### src/rtl/alu_op_sequencer.sv
// Moore control-step sequencer: walks one register-to-register ALU request through
// Ra->Y, Rb+ALU->Z, Z->Rc (or Z->LO/HI for MUL/DIV) on the datapath control lines.
module alu_op_sequencer #(
  parameter int ENC_W   = 32,
  parameter int ZHI_BIT = 18,
  parameter int ZLO_BIT = 19
) (
  input  logic             Clock,
  input  logic             Clear,
  input  logic             start,
  input  logic [3:0]       opcode,
  input  logic [3:0]       ra,
  input  logic [3:0]       rb,
  input  logic [3:0]       rc,
  output logic             busy,
  output logic             done,
  output logic             err,
  output logic [ENC_W-1:0] enc_out,
  output logic [15:0]      reg_in,
  output logic             y_in,
  output logic             zhi_in,
  output logic             zlo_in,
  output logic             hi_in,
  output logic             lo_in,
  output logic [12:0]      alu_ctl
);

  typedef enum logic [2:0] {IDLE, TA, TB, TWLO, TWHI} state_t;

  state_t     state, state_n;
  logic       err_q, err_n;
  logic       accept;
  logic [3:0] op_q, ra_q, rb_q, rc_q;

  function automatic logic is_legal(input logic [3:0] op);
    return op <= 4'd12;
  endfunction

  function automatic logic is_unary(input logic [3:0] op);
    return (op == 4'd11) || (op == 4'd12);
  endfunction

  function automatic logic is_wide(input logic [3:0] op);
    return (op == 4'd9) || (op == 4'd10);
  endfunction

  // Opcode numbering and ALU op-line ordering differ, so this is a lookup, not a shift.
  function automatic logic [12:0] alu_onehot(input logic [3:0] op);
    logic [12:0] v;
    v = '0;
    case (op)
      4'd0:    v[6]  = 1'b1;
      4'd1:    v[8]  = 1'b1;
      4'd2:    v[2]  = 1'b1;
      4'd3:    v[1]  = 1'b1;
      4'd4:    v[3]  = 1'b1;
      4'd5:    v[4]  = 1'b1;
      4'd6:    v[5]  = 1'b1;
      4'd7:    v[9]  = 1'b1;
      4'd8:    v[10] = 1'b1;
      4'd9:    v[12] = 1'b1;
      4'd10:   v[11] = 1'b1;
      4'd11:   v[7]  = 1'b1;
      4'd12:   v[0]  = 1'b1;
      default: v = '0;
    endcase
    return v;
  endfunction

  always_ff @(posedge Clock or posedge Clear) begin
    if (Clear) begin
      state <= IDLE;
      err_q <= 1'b0;
    end else begin
      state <= state_n;
      err_q <= err_n;
    end
  end

  // Request fields are data only; they are qualified by state and need no reset.
  always_ff @(posedge Clock) begin
    if (accept) begin
      op_q <= opcode;
      ra_q <= ra;
      rb_q <= rb;
      rc_q <= rc;
    end
  end

  always_comb begin
    state_n = state;
    accept  = 1'b0;
    err_n   = 1'b0;
    case (state)
      IDLE: begin
        if (start) begin
          if (is_legal(opcode)) begin
            accept  = 1'b1;
            state_n = is_unary(opcode) ? TB : TA;
          end else begin
            err_n = 1'b1;
          end
        end
      end
      TA:      state_n = TB;
      TB:      state_n = TWLO;
      TWLO:    state_n = is_wide(op_q) ? TWHI : IDLE;
      TWHI:    state_n = IDLE;
      default: state_n = IDLE;
    endcase
  end

  always_comb begin
    busy    = 1'b0;
    done    = 1'b0;
    err     = err_q;
    enc_out = '0;
    reg_in  = '0;
    y_in    = 1'b0;
    zhi_in  = 1'b0;
    zlo_in  = 1'b0;
    hi_in   = 1'b0;
    lo_in   = 1'b0;
    alu_ctl = '0;
    case (state)
      TA: begin
        busy    = 1'b1;
        enc_out = ENC_W'(1) << ra_q;
        y_in    = 1'b1;
      end
      TB: begin
        busy    = 1'b1;
        enc_out = ENC_W'(1) << (is_unary(op_q) ? ra_q : rb_q);
        alu_ctl = alu_onehot(op_q);
        zlo_in  = 1'b1;
        zhi_in  = is_wide(op_q);
      end
      TWLO: begin
        busy             = 1'b1;
        enc_out[ZLO_BIT] = 1'b1;
        if (is_wide(op_q)) lo_in  = 1'b1;
        else               reg_in = 16'(1) << rc_q;
        done             = !is_wide(op_q);
      end
      TWHI: begin
        busy             = 1'b1;
        enc_out[ZHI_BIT] = 1'b1;
        hi_in            = 1'b1;
        done             = 1'b1;
      end
      default: ;
    endcase
  end

endmodule

### config.mk
export PLATFORM = sky130hd
export DESIGN_NAME = alu_op_sequencer
export DESIGN_NICKNAME = d
export VERILOG_FILES = /design/src/rtl/alu_op_sequencer.sv
export SDC_FILE = /design/constraint.sdc
export NUM_CORES = 1
export LEC_CHECK = 0
export CORE_AREA = 2 2 70 66
export CTS_CLUSTER_DIAMETER = 120
export DETAILED_ROUTE_END_ITERATION = 7
export DIE_AREA = 0 0 72 68
export PLACE_DENSITY_LB_ADDON = 0.08
export SYNTH_ARGS = -nofsm -noshare
export SYNTH_HDL_FRONTEND = slang
export SYNTH_SLANG_ARGS = --single-unit
### constraint.sdc
create_clock -name Clock -period 2.2 [get_ports Clock]
set_input_delay 0.44 -clock Clock [delete_from_list [all_inputs] [get_ports Clock]]
set_output_delay 0.44 -clock Clock [all_outputs]
set_load 0.03 [all_outputs]
==> out/qor.csv <==
stage,metric,value,unit
sta,maxSlewViolCount,0,
logic_synthesis,synthDominantAreaCellType,sky130_fd_sc_hd__edfxtp_1,
logic_synthesis,yosys_most_used_dff,sky130_fd_sc_hd__edfxtp_1,
worst_hold_path,worst_hold_path_type,in2async,
floorplan,initial_utilization,0.359,
sta,final_hold_slack,370,ps
detailed_routing,dr_total_vias,1733,
clock_network,clock-sinks,20,
logic_synthesis,synth-seq-area-share,0.382,
critical_path,cells_traversed_along_the_worst_timing_path,"buf_4, buf_6, nand3b_1, o22ai_2, a221o_1, or3_4, o22ai_4, buf_6",
layout,antennaDiodeCount,0,
clock_network,clock_tree.htree_level_count,1,
logic_synthesis,postSynthRegisterBits,20,
global_route,vias_in_the_first_global_route,1663,
logic_synthesis,mean_instance_size_in_the_synthesized_netlist,8.69,um^2
floorplan,floorplan.io_pins,88,
power_and_ir_drop,cellPowerDensity,777,nW/um^2
place,placed_cell_area,2550,um^2
power_and_ir_drop,ir_worst_vdd,0.655,mV
logic_synthesis,yosys_warnings,0,
sta,fin_worst_skew,1.47,ps
sta,fin_crit,2670,ps
sta,setup_slack,-474,ps
logic_synthesis,post-synth-top-count-cell,sky130_fd_sc_hd__nor2_1,
power_and_ir_drop,total_power,2.27,mW
logic_synthesis,gate_count_after_technology_mapping,175,
detailed_routing,dr.first_iter.drc_count,56,
clock_network,clock_latency,250,ps
place,place_congestion,0.831,
logic_synthesis,post_synth_main_area_contributors,"sky130_fd_sc_hd__edfxtp_1, sky130_fd_sc_hd__nor2_1, sky130_fd_sc_hd__buf_4, sky130_fd_sc_hd__dfrtp_1, sky130_fd_sc_hd__o22ai_1",
logic_synthesis,synth_edf_count,16,
sta,setup_repair_after_global_routing_missed_its_margin,yes,
critical_path,cp.arrival,2230,ps
layout,final_core_util,0.692,
layout,design_area,2930,um^2
status,run_status,"finished, violations left",
global_route,grt_usage,0.194,
floorplan,die_width,72,um
floorplan,standard_cell_rows,23,
logic_synthesis,asyncSetResetFlopFracSynth,0.200,
layout,drive_above_1_share,0.524,
sta,finalHoldViolations,0,
sta,max_fclk,0.374,GHz
layout,fill_cells,342,
critical_path,required,1760,ps
critical_path,worst_path_largest_cell_delay,470,ps
sta,min_period_over_period,1.22,
critical_path,crit_path_end_kind,output pin,
clock_network,clockBufferDepth,2,
critical_path,worst_path_most_repeated_cell,sky130_fd_sc_hd__buf_6,
status,failed_checks,setup timing,
floorplan,die-height,68,um
critical_path,critPathKind,reg2out,
clock_network,cts-root-buf,sky130_fd_sc_hd__clkbuf_8,
sta,final-setup-viol-count,36,
floorplan,dieArea,4900,um^2
power_and_ir_drop,total_leakage_power,1.17,nW
run,max-cap-violations,0,
layout,area_delta_synth_final,92.4,%
logic_synthesis,netlist_top_cells_count,"sky130_fd_sc_hd__nor2_1, sky130_fd_sc_hd__edfxtp_1, sky130_fd_sc_hd__buf_4, sky130_fd_sc_hd__o22ai_1",
floorplan,floorplan.core_area,4230,um^2
critical_path,critPathSlowestCell,sky130_fd_sc_hd__or3_4,
critical_path,largest_fanout_of_any_net_on_the_critical_path,4,
logic_synthesis,synth.cell_area,1520,um^2
layout,finish.net_count,310,
logic_synthesis,yosys.cell_types.count,46,
detailed_routing,detail-route-antenna-nets,0,
global_route,grt_pass1_wl,7560,um
global_route,maximum_number_of_pins_on_one_net_before_global_route_repair,13,
critical_path,critPathLaunchType,register,
clock_network,cts_made_buffers,3,
detailed_routing,drcViolationCount,0,
detailed_routing,vias_per_cell,5.10,
place,dp_hpwl,3520,um
place,placement.io_buffers,73,
clock_network,cts_tree,yes,
detailed_routing,drtPass1Iterations,4,
global_route,grt_antenna_before_repair,0,
detailed_routing,wl_per_cell,14.1,um
clock_network,cts.reportedPaths.clkPinSlew,70,ps
logic_synthesis,yosys.area.top_type_share,0.316,
detailed_routing,detail_route.wirelength,4790,um
global_route,overflow,0,
==> layout make-up <==
class,instances,area (um^2),area share
repair buffers,118,1050,0.360
clock buffers,3,41.3,0.0141
clock inverters,1,3.75,0.00128
flip-flops and latches,20,581,0.198
inverters,4,15.0,0.00513
well taps,50,62.6,0.0214
multi-input cells,144,1170,0.400
==> placed cells by master (no fill, tap or decap), drive strengths merged, types with 2 or more instances in the layout <==
| cell type | instances |
|---|---|
| buf | 93 |
| nor2 | 32 |
| clkdlybuf4s50 | 20 |
| edfxtp | 16 |
| conb | 14 |
| o22ai | 13 |
| nand2 | 10 |
| nand2b | 10 |
| nor3 | 9 |
| nand3 | 7 |
| dlygate4sd2 | 5 |
| nand3b | 4 |
| or3 | 4 |
| dfrtp | 4 |
| inv | 4 |
| o21ai | 4 |
| or2 | 4 |
| o32ai | 4 |
| o221ai | 3 |
| clkbuf | 3 |
| a21oi | 3 |
| and2 | 3 |
| nor4bb | 3 |
| nor2b | 2 |
| nor3b | 2 |
==> state kept, by name (all words and copies together) (netlist names) <==
register,count
err,1
op_q,4
ra_q,4
rb_q,4
rc_q,4
state,3
==> layer usage <==
layer | GRT usage | up-vias | wire length [um]
li1 | - | 845 | -
met1 | 0.224 | 824 | 1930
met2 | 0.376 | 58 | 2610
met3 | 0.0236 | 6 | 206
met4 | 0.0613 | 0 | 46
met5 | 0 | - | 0
==> per-stage QoR <==
stage / TNS, ps / cells / setup WS, ps
finish: -9560 / 340 / -474
global route: -14070 / 340 / -522
CTS: -8660 / 339 / -426
detailed placement: -5290 / 321 / -241
global placement: -4800 / 321 / -216
floorplan: -1260 / 188 / -227
==> worst max-delay path: cells and delay by family, from the launching register on <==
| kind | cells | cell delay (ps) |
|---|---|---|
| and+or+nand+nor | 2 | 580 |
| AOI/OAI and AO/OA | 3 | 550 |
| DFF | 1 | 450 |
| buffers and inverters | 3 | 410 |
==> power by group <==
part / internal, mW / switching [mW] / leakage, nW / total, mW
Clock: 0.124 / 0.116 / 0.0231 / 0.240
Sequential: 0.486 / 0.0551 / 0.198 / 0.541
Combinational: 0.637 / 0.855 / 0.954 / 1.49
==> cells by family (layout without fill, tap and decap cells) <==
family,count (synthesis),in the layout,share of synthesized area
compound gates,34,34,0.165
xor+xnor,1,1,0.00576
buf+inv,24,126,0.103
flops,20,20,0.382
other cells,1,14,0.00247
simple gates,95,95,0.342
==> worst paths after layout <==
path / start / to / slack, ps / depth (start not counted)
max reg2reg: state[1] / rb_q[1] / 690 / 4
max in group asynchronous: Clear / state[1] / 1670 / 2
min in group Clock: state[1] / state[2] / 620 / 2
min: Clear / err / 370 / 2
max: op_q[2] / enc_out[8] / -470 / 8
min reg2reg: state[1] / state[2] / 620 / 2
==> timing repair <==
action / 4_1_cts / 5_1_grt
resized for setup: 130 / 8
pin swaps: 19 / 7
hold buffers: 0 / 0
endpoints found under the hold margin: 0 / 0
setup buffers: 14 / 1
setup endpoints to repair: 39 / 47
Note: power is estimated with default switching activity, not from simulation.
